<file path="src/rtl/toccata_pkg.sv">
// +----------------------------------------------------------------------------
// | toccata_pkg : shared types and AD1848 rate-increment table for the
// |               Toccata playback engine.
// | Revision    : 1.0
// +----------------------------------------------------------------------------
`default_nettype none

package toccata_pkg;

  typedef enum logic [1:0] {
    FMT_U8    = 2'd0,
    FMT_S16LE = 2'd1,
    FMT_S8    = 2'd2,
    FMT_RSVD  = 2'd3
  } fmt_e;

  typedef enum logic [1:0] {
    ST_IDLE   = 2'd0,
    ST_READ   = 2'd1,
    ST_COMMIT = 2'd2
  } state_e;

  // Index is {css, freq_sel}; rates are held in half-hertz so 5512.5 Hz is exact.
  // The two reserved XTAL1 codes map to rate 0, which never ticks.
  function automatic logic [31:0] rate_inc(input logic [63:0] clk_hz, input logic [3:0] sel);
    logic [63:0] r2;
    case (sel)
      4'd0:    r2 = 64'd16000;
      4'd1:    r2 = 64'd32000;
      4'd2:    r2 = 64'd54840;
      4'd3:    r2 = 64'd64000;
      4'd6:    r2 = 64'd96000;
      4'd7:    r2 = 64'd19200;
      4'd8:    r2 = 64'd11025;
      4'd9:    r2 = 64'd22050;
      4'd10:   r2 = 64'd37800;
      4'd11:   r2 = 64'd44100;
      4'd12:   r2 = 64'd75600;
      4'd13:   r2 = 64'd88200;
      4'd14:   r2 = 64'd66150;
      4'd15:   r2 = 64'd13230;
      default: r2 = 64'd0;
    endcase
    return 32'(((r2 << 31) + (clk_hz >> 1)) / clk_hz);
  endfunction

endpackage

`default_nettype wire

</file>
<file path="src/rtl/toccata_rate_nco.sv">
// +----------------------------------------------------------------------------
// | toccata_rate_nco : 32-bit phase accumulator; tick on each carry-out.
// | Revision         : 1.0
// +----------------------------------------------------------------------------
`default_nettype none

module toccata_rate_nco
  import toccata_pkg::*;
#(
  parameter int CLK_FREQUENCY = 28_359_380
) (
  input  logic       clk,
  input  logic       rst,
  input  logic       pen,
  input  logic       css,
  input  logic [2:0] freq_sel,
  output logic       tick
);

  logic [31:0] w_tab [16];
  logic [31:0] w_inc;
  logic [31:0] w_sum;
  logic        w_carry;
  logic [31:0] r_acc;

  for (genvar g = 0; g < 16; g++) begin : g_inc
    assign w_tab[g] = rate_inc(64'(CLK_FREQUENCY), 4'(g));
  end

  assign w_inc            = w_tab[{css, freq_sel}];
  assign {w_carry, w_sum} = {1'b0, r_acc} + {1'b0, w_inc};
  assign tick             = pen & w_carry;

  always_ff @(posedge clk) begin
    if (rst || !pen) begin
      r_acc <= '0;
    end else begin
      r_acc <= w_sum;
    end
  end

endmodule

`default_nettype wire

</file>
<file path="src/rtl/toccata_playback_ng.sv">
// +----------------------------------------------------------------------------
// | toccata_playback_ng : FIFO-to-DAC frame reader with format conversion.
// | Option TOCCATA_UNDERRUN_CNT_EN adds a saturating 16-bit underrun counter.
// | Revision            : 1.0
// +----------------------------------------------------------------------------
`default_nettype none

module toccata_playback_ng
  import toccata_pkg::*;
#(
  parameter int CLK_FREQUENCY = 28_359_380,
  parameter int NUM_CH        = 2,
  parameter int CNT_W         = 12
) (
  input  logic                  clk,
  input  logic                  rst,
  input  logic                  pen,
  input  logic                  css,
  input  logic [2:0]            freq_sel,
  input  logic [1:0]            fmt,
  input  logic [2:0]            ch_cnt,
  input  logic                  mute_on_underrun,
  output logic                  rst_fifo,
  output logic                  rd_en,
  input  logic [7:0]            data_in,
  input  logic [CNT_W-1:0]      fifo_count,
  output logic [16*NUM_CH-1:0]  sdata,
  output logic                  endata,
  output logic                  underrun
`ifdef TOCCATA_UNDERRUN_CNT_EN
  , output logic [15:0]         underrun_cnt
`endif
);

  localparam logic [2:0] c_NUM_CH    = 3'(NUM_CH);
  localparam int         c_BUF_DEPTH = 8;

  state_e              r_state;
  state_e              w_next;
  logic                w_tick;
  logic                w_chg;
  logic                w_live;
  logic                w_enough;
  logic                w_commit;
  logic                w_ur;
  logic [2:0]          w_ch_eff;
  logic [3:0]          w_bpf;
  logic [1:0]          r_fmt_q;
  logic [2:0]          r_ch_q;
  logic                r_rst_q;
  logic [3:0]          r_rd_cnt;
  logic                r_rd_d;
  logic [2:0]          r_widx;
  logic [7:0]          r_buf   [c_BUF_DEPTH];
  logic [7:0]          w_bytes [c_BUF_DEPTH];
  logic [15:0]         w_ch_val [NUM_CH];
  logic [16*NUM_CH-1:0] w_frame;

  toccata_rate_nco #(
    .CLK_FREQUENCY (CLK_FREQUENCY)
  ) u_nco (
    .clk      (clk),
    .rst      (rst),
    .pen      (pen),
    .css      (css),
    .freq_sel (freq_sel),
    .tick     (w_tick)
  );

  always_comb begin
    w_ch_eff = (ch_cnt == 3'd0 || ch_cnt > c_NUM_CH) ? c_NUM_CH : ch_cnt;
    w_bpf    = (fmt == FMT_S16LE) ? {w_ch_eff, 1'b0} : {1'b0, w_ch_eff};
    w_enough = fifo_count >= CNT_W'(w_bpf);
    w_chg    = (fmt != r_fmt_q) || (ch_cnt != r_ch_q);
  end

  // Previous-cycle configuration; loaded during reset too so release is not a "change".
  always_ff @(posedge clk) begin
    r_fmt_q <= fmt;
    r_ch_q  <= ch_cnt;
    r_rst_q <= rst;
  end

  assign rst_fifo = r_rst_q | w_chg;

  always_ff @(posedge clk) begin
    if (rst) begin
      r_state <= ST_IDLE;
    end else begin
      r_state <= w_next;
    end
  end

  always_comb begin
    w_next = r_state;
    if (!pen || w_chg) begin
      w_next = ST_IDLE;
    end else begin
      case (r_state)
        ST_IDLE:   if (w_tick && w_enough) w_next = ST_READ;
        ST_READ:   if (r_rd_cnt == w_bpf - 4'd1) w_next = ST_COMMIT;
        ST_COMMIT: w_next = ST_IDLE;
        default:   w_next = ST_IDLE;
      endcase
    end
  end

  always_comb begin
    w_live   = pen && !w_chg && !rst;
    rd_en    = (r_state == ST_READ) && w_live;
    w_commit = (r_state == ST_COMMIT) && w_live;
    w_ur     = (r_state == ST_IDLE) && w_tick && !w_enough && w_live;
  end

  // The last byte is still on data_in during COMMIT, so it bypasses the buffer.
  always_comb begin
    for (int i = 0; i < c_BUF_DEPTH; i++) begin
      w_bytes[i] = (r_rd_d && r_widx == 3'(i)) ? data_in : r_buf[i];
    end
    for (int k = 0; k < NUM_CH; k++) begin
      case (fmt_e'(fmt))
        FMT_S16LE: w_ch_val[k] = {w_bytes[2*k+1], w_bytes[2*k]};
        FMT_S8:    w_ch_val[k] = {w_bytes[k], 8'h00};
        default:   w_ch_val[k] = {w_bytes[k] ^ 8'h80, 8'h00};
      endcase
    end
    w_frame = '0;
    for (int k = 0; k < NUM_CH; k++) begin
      if (w_ch_eff == 3'd1) begin
        w_frame[16*k +: 16] = w_ch_val[0];
      end else if (3'(k) < w_ch_eff) begin
        w_frame[16*k +: 16] = w_ch_val[k];
      end
    end
  end

  always_ff @(posedge clk) begin
    if (r_rd_d) begin
      r_buf[r_widx] <= data_in;
    end
  end

  always_ff @(posedge clk) begin
    if (rst) begin
      r_rd_cnt <= '0;
      r_rd_d   <= 1'b0;
      r_widx   <= '0;
      sdata    <= '0;
      endata   <= 1'b0;
      underrun <= 1'b0;
    end else begin
      r_rd_d   <= rd_en;
      underrun <= w_ur;
      endata   <= 1'b0;
      r_rd_cnt <= (r_state == ST_READ) ? r_rd_cnt + 4'd1 : 4'd0;
      if (r_state == ST_IDLE) begin
        r_widx <= '0;
      end else if (r_rd_d) begin
        r_widx <= r_widx + 3'd1;
      end
      if (w_commit) begin
        sdata  <= w_frame;
        endata <= 1'b1;
      end else if (w_ur && mute_on_underrun) begin
        sdata  <= '0;
        endata <= 1'b1;
      end
    end
  end

`ifdef TOCCATA_UNDERRUN_CNT_EN
  always_ff @(posedge clk) begin
    if (rst || rst_fifo) begin
      underrun_cnt <= '0;
    end else if (underrun && underrun_cnt != 16'hFFFF) begin
      underrun_cnt <= underrun_cnt + 16'd1;
    end
  end
`endif

endmodule

`default_nettype wire

</file>
<file path="config.mk">
export PLATFORM = sky130hd
export DESIGN_NAME = toccata_playback_ng
export DESIGN_NICKNAME = d
export VERILOG_FILES = /design/src/rtl/toccata_pkg.sv /design/src/rtl/toccata_rate_nco.sv /design/src/rtl/toccata_playback_ng.sv
export SDC_FILE = /design/constraint.sdc
export NUM_CORES = 1
export LEC_CHECK = 0
export ABC_AREA = 0
export BUFFER_PORTS_ARGS = -buffer_cell sky130_fd_sc_hd__buf_2
export CAP_MARGIN = 20
export CORE_AREA = 2 2 165 167
export CTS_BUF_LIST = sky130_fd_sc_hd__clkbuf_4 sky130_fd_sc_hd__clkbuf_8
export CTS_CLUSTER_SIZE = 8
export DETAILED_ROUTE_END_ITERATION = 8
export DIE_AREA = 0 0 167 169
export GPL_TIMING_DRIVEN = 1
export SKIP_LAST_GASP = 1
export SYNTH_ARGS = -nofsm -noshare
export SYNTH_HDL_FRONTEND = slang
export SYNTH_SLANG_ARGS = --single-unit
export TNS_END_PERCENT = 1
</file>
<file path="constraint.sdc">
create_clock -name clk -period 8.2 [get_ports clk]
set_input_delay 0.82 -clock clk [delete_from_list [all_inputs] [get_ports clk]]
set_output_delay 0.82 -clock clk [all_outputs]
set_load 0.02 [all_outputs]
</file>
==> flow_metrics.py <==
metrics = {
    "worst_hold_path": {
        "hp-class": "flip-flop to flip-flop",
    },
    "yosys": {
        "yosys.area.top_type": "dfxtp_1",
        "synth.avg_cell_area_um2": 9.30,
        "synth_fp_nets": 784,
        "yosys_most_used_dff": "dfxtp_1",
        "async_reset_ff_share_pct": 0,
        "synth.top_cells.by_area": "dfxtp_1 (25%), edfxtp_1 (15%), ha_1 (8.6%)",
        "yosysSeqAreaShare_pct": 39.7,
        "synth_edf_count": 32,
        "synth_seq_cells": 114,
        "syn_area_um2": 6560,
        "synth_cell_types": 71,
        "synth_top_area_share_pct": 25.0,
        "yosys_warnings": 0,
        "syn_inst": 705,
    },
    "floorplan": {
        "core_area_um2": 26500,
        "die_h_um": 169,
        "ios": 69,
        "die_x_um": 167,
        "die_area_um2": 28200,
        "start_util_pct": 24.7,
        "row_count": 60,
    },
    "worst_setup_path": {
        "worst_r2r_path_depth": 11,
        "critPathMaxFanout": 32,
        "r2r_slack_ps": 5110,
        "worstSetupStartpointType": "input pin",
        "crit_path_start": "freq_sel[1]",
        "r2r_start": "u_nco.r_acc[0]",
        "end_kind": "flip-flop",
        "crit_required_ps": 8490,
        "critical_path.endpoint": "sdata[14]",
        "critical_path_class": "input pin to flip-flop",
        "arrival_ps": 4710,
        "rr_endpoint": "sdata[14]",
    },
    "sta": {
        "setup_viol": 0,
        "setup_tns_ps": 0,
        "fin_crit_sh_pct": 53.9,
        "worst_slew_pin_slew_ps": 1050,
        "final.setup.worst_slack_ps": 3780,
        "slew_violations": 0,
        "hold_violations": 0,
        "rsz0062_at_grt": "false",
        "fin_hold_ws_ps": 471,
        "fmax_mhz": 226,
        "period_needed_ps": 4420,
        "skew_ps": 17.6,
        "relSlewSlack_pct": 30.0,
    },
    "cts": {
        "cts.clk_slew.worst_paths_ps": 80,
        "htreeDepth": 4,
        "cts.hold.buffers_added": 0,
        "cts_setup_buffers": 0,
        "clk_path_buf_depth": 2,
        "clkLatencyLatePin_ps": 450,
        "cts_repair_resize_count": 0,
        "cts_tree": "yes",
        "clock-sinks": 114,
        "cts_root_buf": "clkbuf_8",
        "cts-buffers-inserted": 17,
    },
    "outcome": {
        "status": "completed",
    },
    "finish": {
        "area_growth_pct": 15.8,
        "final_cell_mix": "dfxtp_1 (82), nor2_1 (80), buf_2 (68)",
        "drive_above_1_share_pct": 18.2,
        "layout_commonest_cell": "dfxtp_1",
        "final_cell_area_um2": 7590,
        "finalNetCount": 839,
        "diodes": 0,
    },
    "global_route": {
        "grt-ovfl-total": 0,
        "antenna_found_initial": 0,
        "grt_pass1_vias": 5054,
        "grt.total_usage_pct": 11.3,
        "grt_max_degree": 45,
        "grt_pass1_wl_um": 25900,
    },
    "power": {
        "vdd_ir_drop_max_mv": 0.0905,
        "power_density_nw_per_um2": 185,
        "finalPower_mw": 1.40,
        "p_leak_nw": 3.11,
    },
    "route": {
        "vias_per_cell": 4.79,
        "drtIter0Drc": 283,
        "firstDrtPassIters": 6,
        "wirelength_um": 15900,
        "drt-wirelength-per-cell_um": 14.2,
        "antenna_left": 0,
        "vias": 5334,
        "drc": 0,
    },
    "run": {
        "max_cap_viol_count": 0,
    },
    "place": {
        "portBuffers": 68,
        "routabilityCongestion": 0.878,
        "hpwl_um": 11400,
        "place_ws_ps": 3280,
        "placed_area_um2": 7190,
    },
}
==> cells by family after synthesis <==
group / share of synthesized area (%)
xor+xnor: 4.14
other cells: 0.0572
compound gates: 20.0
fa+ha+maj: 8.89
mux: 5.73
buf+inv: 3.91
flops: 39.7
simple gates: 17.6
==> per-layer routing <==
| layer | part of all wire (%) | track usage [%] |
|---|---|---|
| met5 | 0 | 0 |
| met1 | 48 | 14.6 |
| met3 | 3.7 | 2.31 |
| met4 | 1.3 | 3.41 |
| met2 | 47 | 19.0 |
==> stage by stage <==
stage	utilization (%)	std cells
floorplan	-	705
detailed placement	27.1	1082
finish	28.6	1114
global placement	27.1	1081
CTS	28.6	1114
global route	28.6	1114
==> how the worst min path moves through the flow <==
stage           startpoint          end  slack, ps  depth (start not counted)
3_3_place_gp   r_rd_cnt[0]  r_rd_cnt[0]        460                          1
6_report       r_rd_cnt[3]   r_state[1]        470                          1
2_1_floorplan  r_rd_cnt[0]  r_rd_cnt[0]        440                          1
5_1_grt        r_rd_cnt[3]   r_state[1]        500                          1
4_1_cts        r_rd_cnt[3]   r_state[1]        480                          1
3_5_place_dp   r_rd_cnt[0]  r_rd_cnt[0]        460                          1
==> state kept, by name, summed over array words and instances, names as in the netlist <==
register     cells
r_rd_d           1
underrun         1
r_rd_cnt         4
u_nco.r_acc     32
r_widx           3
r_buf           32
endata           1
r_fmt_q          2
r_rst_q          1
r_state          2
r_ch_q           3
sdata           32
==> Yosys cell counts, types with 3 or more instances <==
cell,instances
a211oi_1,8
nand3b_1,32
o22ai_2,5
nor2b_1,5
mux2_2,11
mux2i_1,24
nor4_1,3
and3_1,3
buf_6,3
o31ai_1,4
o22a_1,7
clkbuf_1,26
xor2_1,9
nor3_1,10
or3_1,5
o32ai_1,7
inv_1,26
a21oi_1,65
o21ai_0,23
xnor2_1,22
o22ai_1,30
nand4_1,6
nand2_1,32
nand2b_1,10
nor2_1,80
or2_2,4
nand3_1,14
a21o_1,12
ha_1,45
dfxtp_1,82
a2111oi_2,3
edfxtp_1,32
buf_2,3
==> cell type report <==
type	instances	area, um^2
Timing Repair Buffer	71	370
Multi-Input combinational cell	530	3700
Clock inverter	14	154
Inverter	26	97.6
Clock buffer	18	241
Tap cell	341	427
Sequential cell	114	2600
Fill cell	2774	18900
==> where the power goes <==
group | internal [mW] | total, mW | switching, mW
clock | 0.277 | 0.538 | 0.261
sequential | 0.593 | 0.598 | 0.00493
combinational | 0.107 | 0.265 | 0.158
total | 0.978 | 1.40 | 0.423
==> worst max-delay path, cell delays in order <==
cell and delay (ps):
buf_2 200, inv_1 180, ha_1 410, nor2_1 230, nor3b_1 80, a21oi_1 140
ha_1 220, inv_1 70, fa_1 370, and2b_1 230, o21ai_2 70, a21oi_2 190
o211a_1 260, a31o_1 220, a2bb2oi_4 110, nor2_4 690, o32ai_1 200
No activity file was read; power rests on OpenSTA's default activity.
